[src/rtl/gu_mod_counter.sv]
// gu_mod_counter -- modulo-N up/down counter with programmable step,
// wrap/saturate boundary handling, built-in prescaler, parallel load,
// one-cycle terminal-count pulse and sticky overflow flag.
//
// Parameters:
//   BITS     counter width
//   MODULO   count stays within 0..MODULO-1 (2 <= MODULO <= 2**BITS)
//   STEP     amount added/subtracted per advance (1 <= STEP < MODULO)
//   SATURATE 0 = wrap at the boundary, 1 = clamp at the boundary
//   PRESCALE enabled cycles per advance (>= 1)
//
// Ports:
//   clk          clock, all state on the rising edge
//   reset_in[1]  asynchronous active-high reset
//   reset_in[0]  synchronous active-high clear
//   enable       prescaler/counter advance enable; low holds state
//   up_down      1 = count up, 0 = count down
//   load         synchronous parallel load (clamped to MODULO-1)
//   load_value   value written on load
//   clear_flags  synchronous clear of overflow (a boundary event wins)
//   count        registered count
//   tc           registered one-cycle terminal-count pulse
//   overflow     registered sticky boundary-event flag
//
// Optional feature, macro GU_MOD_COUNTER_COMPARE_EN:
//   cmp_value    compare value
//   cmp_match    registered, high when the new count equals cmp_value
module gu_mod_counter #(
    parameter int BITS     = 10,
    parameter int MODULO   = 1000,
    parameter int STEP     = 1,
    parameter int SATURATE = 0,
    parameter int PRESCALE = 1
) (
    input  logic            clk,
    input  logic [1:0]      reset_in,
    input  logic            enable,
    input  logic            up_down,
    input  logic            load,
    input  logic [BITS-1:0] load_value,
    input  logic            clear_flags,
`ifdef GU_MOD_COUNTER_COMPARE_EN
    input  logic [BITS-1:0] cmp_value,
    output logic            cmp_match,
`endif
    output logic [BITS-1:0] count,
    output logic            tc,
    output logic            overflow
);

    localparam int PW = (PRESCALE > 1) ? $clog2(PRESCALE) : 1;

    // All count arithmetic is done one bit wider than the count so that
    // count+STEP and MODULO itself are representable without truncation.
    localparam logic [BITS:0] MOD_C      = (BITS+1)'(MODULO);
    localparam logic [BITS:0] TOP_C      = (BITS+1)'(MODULO - 1);
    localparam logic [BITS:0] STEP_C     = (BITS+1)'(STEP);
    localparam logic [PW-1:0] PRE_LAST_C = PW'(PRESCALE - 1);

    logic            arst_s;
    logic [BITS-1:0] count_r;
    logic [BITS-1:0] count_nxt_s;
    logic [PW-1:0]   presc_r;
    logic [PW-1:0]   presc_nxt_s;
    logic            tc_r;
    logic            overflow_r;
    logic            overflow_nxt_s;
    logic            bnd_s;
    logic [BITS:0]   cnt_ext_s;
    logic [BITS:0]   sum_s;
    logic [BITS:0]   load_ext_s;
    logic [BITS:0]   ext_nxt_s;

    assign arst_s   = reset_in[1];
    assign count    = count_r;
    assign tc       = tc_r;
    assign overflow = overflow_r;

    // Next-state: sync clear > load > advance > hold, plus boundary detection.
    always_comb begin
        cnt_ext_s      = {1'b0, count_r};
        sum_s          = cnt_ext_s + STEP_C;
        load_ext_s     = {1'b0, load_value};
        ext_nxt_s      = cnt_ext_s;
        count_nxt_s    = count_r;
        presc_nxt_s    = presc_r;
        bnd_s          = 1'b0;
        overflow_nxt_s = overflow_r;

        if (reset_in[0]) begin
            count_nxt_s = {BITS{1'b0}};
            presc_nxt_s = {PW{1'b0}};
        end else if (load) begin
            count_nxt_s = (load_ext_s > TOP_C) ? TOP_C[BITS-1:0] : load_value;
            presc_nxt_s = {PW{1'b0}};
        end else if (enable) begin
            if (presc_r == PRE_LAST_C) begin
                presc_nxt_s = {PW{1'b0}};
                if (up_down) begin
                    if (sum_s <= TOP_C) begin
                        ext_nxt_s = sum_s;
                    end else begin
                        bnd_s     = 1'b1;
                        ext_nxt_s = (SATURATE != 0) ? TOP_C : (sum_s - MOD_C);
                    end
                end else begin
                    if (cnt_ext_s >= STEP_C) begin
                        ext_nxt_s = cnt_ext_s - STEP_C;
                    end else begin
                        bnd_s     = 1'b1;
                        ext_nxt_s = (SATURATE != 0) ? {(BITS+1){1'b0}}
                                                    : (cnt_ext_s + MOD_C - STEP_C);
                    end
                end
                count_nxt_s = ext_nxt_s[BITS-1:0];
            end else begin
                presc_nxt_s = presc_r + PW'(1);
            end
        end else begin
            presc_nxt_s = presc_r;
        end

        // Overflow: sync clear drops it, a boundary event sets it and
        // outranks a coincident clear_flags.
        if (reset_in[0]) begin
            overflow_nxt_s = 1'b0;
        end else if (bnd_s) begin
            overflow_nxt_s = 1'b1;
        end else if (clear_flags) begin
            overflow_nxt_s = 1'b0;
        end else begin
            overflow_nxt_s = overflow_r;
        end
    end

    // State and output registers with asynchronous reset.
    always_ff @(posedge clk or posedge arst_s) begin
        if (arst_s) begin
            count_r    <= {BITS{1'b0}};
            presc_r    <= {PW{1'b0}};
            tc_r       <= 1'b0;
            overflow_r <= 1'b0;
        end else begin
            count_r    <= count_nxt_s;
            presc_r    <= presc_nxt_s;
            tc_r       <= bnd_s;
            overflow_r <= overflow_nxt_s;
        end
    end

`ifdef GU_MOD_COUNTER_COMPARE_EN
    logic cmp_match_r;

    assign cmp_match = cmp_match_r;

    // Compare against the next count so the match is aligned with count.
    always_ff @(posedge clk or posedge arst_s) begin
        if (arst_s) begin
            cmp_match_r <= 1'b0;
        end else if (reset_in[0]) begin
            cmp_match_r <= 1'b0;
        end else begin
            cmp_match_r <= (count_nxt_s == cmp_value);
        end
    end
`endif

endmodule

[config.mk]
export PLATFORM = sky130hd
export DESIGN_NAME = gu_mod_counter
export DESIGN_NICKNAME = d
export VERILOG_FILES = /design/src/rtl/gu_mod_counter.sv
export SDC_FILE = /design/constraint.sdc
export NUM_CORES = 1
export LEC_CHECK = 0
export CAP_MARGIN = 10
export CORE_MARGIN = 4
export CORE_UTILIZATION = 30
export CTS_BUF_LIST = sky130_fd_sc_hd__clkbuf_4 sky130_fd_sc_hd__clkbuf_8
export DETAILED_ROUTE_END_ITERATION = 12
export HOLD_SLACK_MARGIN = 0.02
export PLACE_DENSITY = 0.49
export SKIP_CTS_REPAIR_TIMING = 1
export SYNTH_ARGS = -nofsm -noshare
export SYNTH_HDL_FRONTEND = slang
export SYNTH_SLANG_ARGS = --single-unit
[constraint.sdc]
create_clock -name clk -period 3.15 [get_ports clk]
set_clock_uncertainty 0.1 [all_clocks]
set_input_delay 0.7875 -clock clk [delete_from_list [all_inputs] [get_ports clk]]
set_output_delay 0.7875 -clock clk [all_outputs]
set_load 0.1 [all_outputs]
==> flow_metrics.tcl <==
set metrics [dict create \
    vdd.ir_drop.worst_mv 0.211 \
    vias 1496 \
    clk_latency_ns 0.25 \
    synthFlopType "dfrtp_1" \
    finalSetupViolations 0 \
    fin_hold_ws_ns 0.387 \
    maxCapViolCount 0 \
    critPathRequiredTime_ns 3.19 \
    io_pins 29 \
    end_kind "register" \
    die-area_mm2 0.00575 \
    grt_pass1_vias 1473 \
    synth_top_area_share_pct 21.8 \
    crit_type "reg2reg" \
    grt_overflow 0 \
    initial_core_util_pct 31.3 \
    synth_edf_count 0 \
    die_y_um 75.8 \
    synth_area_mm2 0.00138 \
    hold_class "reg2reg" \
    syn-mean-instance-area_um2 7.58 \
    cts-buffers-inserted 3 \
    num_antenna_cells 0 \
    yosysUniqueCellTypes 53 \
    final_nets 234 \
    h-tree-depth 1 \
    grt_max_degree 15 \
    synth-seq-cells 12 \
    grt_pass1_wl_mm 7.29 \
    cts_tree "done" \
    synth_cells 182 \
    synthMostInstantiatedCell "nor2_1" \
    drive_gt1_share_pct 20.0 \
    rsz0062_at_grt "false" \
    portBuffers 28 \
    fin_crit_ns 2.93 \
    synth_top_area_cell "dfrtp_1" \
    final-hold-violation-count 0 \
    cp.arrival_ns 2.97 \
    maxSlewViolCount 0 \
    clock_sinks 12 \
    yosysSeqAreaShare_pct 21.8 \
    firstDrtPassIters 4 \
    dp_hpwl_mm 3.51 \
    critPathMaxFanout 11 \
    drt-total-wl_mm 4.46 \
    ys_warn_count 0 \
    cp-start-kind "register" \
    drc 0 \
    setup_tns_ns 0 \
    viasPerCell 5.71 \
    fp.coreArea_mm2 0.00441 \
    fp.dieW_um 75.8 \
    clkTransAtPathRegs_ns 0.06 \
    fin_crit_sh_pct 93.1 \
    max_freq_ghz 0.341 \
    slew_headroom_pct 63.7 \
    gr-usage-all-layers_pct 16.8 \
    drtAntennaViolNets 0 \
    syn-num-nets 205 \
    finalWeightedCongestion 0.966 \
    async_reset_ff_share_pct 100 \
    rows 24 \
    routedWlPerCell_um 17.0 \
    worst_pin_slew_ns 0.544 \
    ys_top_cells_by_area "dfrtp_1 22%, nor2_1 6.0%, xnor2_1 5.7%" \
    drtIter0Drc 100 \
    cts_root_buffer "clkbuf_8" \
    synth_common_cells "22 x nor2_1, 15 x nand2_1, 12 x dfrtp_1" \
    power_density_mw_per_mm2 395 \
    cts_buffer_depth 2 \
    outcome "complete, no violations" \
    p_leak_nw 0.733 \
    antenna_found_initial 0 \
    syn2layout_area_growth_pct 29.5 \
]
area by class of cell:
type / count / area, µm²
repair buffers: 39 / 333
well taps: 52 / 65.1
fillers: 460 / 2630
clock buffers: 4 / 55.1
multi-input cells: 147 / 990
flip-flops and latches: 12 / 314
inverters: 8 / 30.0
final timing paths:
check	from	to	slack [ns]	cells past startpoint
worst max-delay path	count[0]	count[4]	0.22	11
worst min-delay path	overflow	overflow	0.39	1
worst max register to register	count[0]	count[4]	0.22	11
worst min register to register	overflow	overflow	0.39	1
max in group asynchronous	reset_in[1]	count[0]	1.76	2
min in group asynchronous	reset_in[1]	tc	0.78	2
placed cells by master, fill, tap and decap left out, types with 2 or more instances in the layout:
cell              n
clkbuf_8          4
o31ai_1           3
a21oi_1          11
or3_1             3
nor2_1           22
xnor2_1           8
a311oi_1          2
and3_1            3
ha_1              6
mux2i_1           3
buf_4            23
o21ai_0           9
inv_1             7
dfrtp_4           3
o41ai_1           3
nand3_1           8
nand4_1           2
clkdlybuf4s50_1  16
nand2_1          15
nor3_1            9
dfrtp_2           2
nand2b_1          3
dfrtp_1           7
xor2_1            4
a211oi_1          2
a311o_1           2
state kept, by name, indices dropped and copies added (netlist names):
register	flops
tc	1
count	10
overflow	1
layer usage:
metal	vias to the layer above	part of all wire, %	global-route usage, %
met4	0	1.8	4.66
met5	-	0	0
met1	706	45	22.3
met3	8	6.7	3.30
li1	726	-	-
met2	56	46	27.7
power breakdown:
group / switching (mW) / total (mW) / internal, mW / leakage [nW]
registers: 0.0329 / 0.202 / 0.170 / 0.151
clock network: 0.0712 / 0.182 / 0.111 / 0.0288
logic: 0.207 / 0.321 / 0.113 / 0.553
metrics by stage:
| step | util [%] | power, mW | instances | cell area (µm²) | worst slack (ns) |
|---|---|---|---|---|---|
| finish | 40.5 | 0.705 | 262 | 1790 | 0.217 |
| global route | 40.5 | 0.747 | 262 | 1790 | 0.0353 |
| CTS | 40.2 | 0.709 | 262 | 1780 | 0.0888 |
| detailed placement | 39.0 | 0.523 | 258 | 1720 | 0.104 |
| global placement | 39.0 | 0.524 | 258 | 1720 | 0.232 |
| floorplan | - | 0.432 | 182 | 1390 | 0.00121 |
critical path, cell delays in order, from the launching register on:
cell and delay (ns):
dfrtp_4 0.54, ha_1 0.23, nand3_1 0.15, xnor2_2 0.16, ha_1 0.18, nand2_1 0.05, o31ai_1 0.21, nand3_1 0.10
or4b_4 0.54, mux2i_1 0.19, a21oi_1 0.10, a2111oi_2 0.26
kinds of logic (layout without fill, tap and decap cells):
| group | Yosys count | in the layout | synth area share (%) |
|---|---|---|---|
| and+or+nand+nor | 77 | 77 | 29.9 |
| AOI/OAI and AO/OA | 47 | 47 | 24.3 |
| buffers and inverters | 23 | 51 | 7.34 |
| xor gates and xnor gates | 13 | 13 | 8.25 |
| DFF | 12 | 12 | 21.8 |
| adders and majority gates | 6 | 6 | 5.44 |
| muxes | 4 | 4 | 2.99 |
No activity file was read; power rests on OpenSTA's default activity.
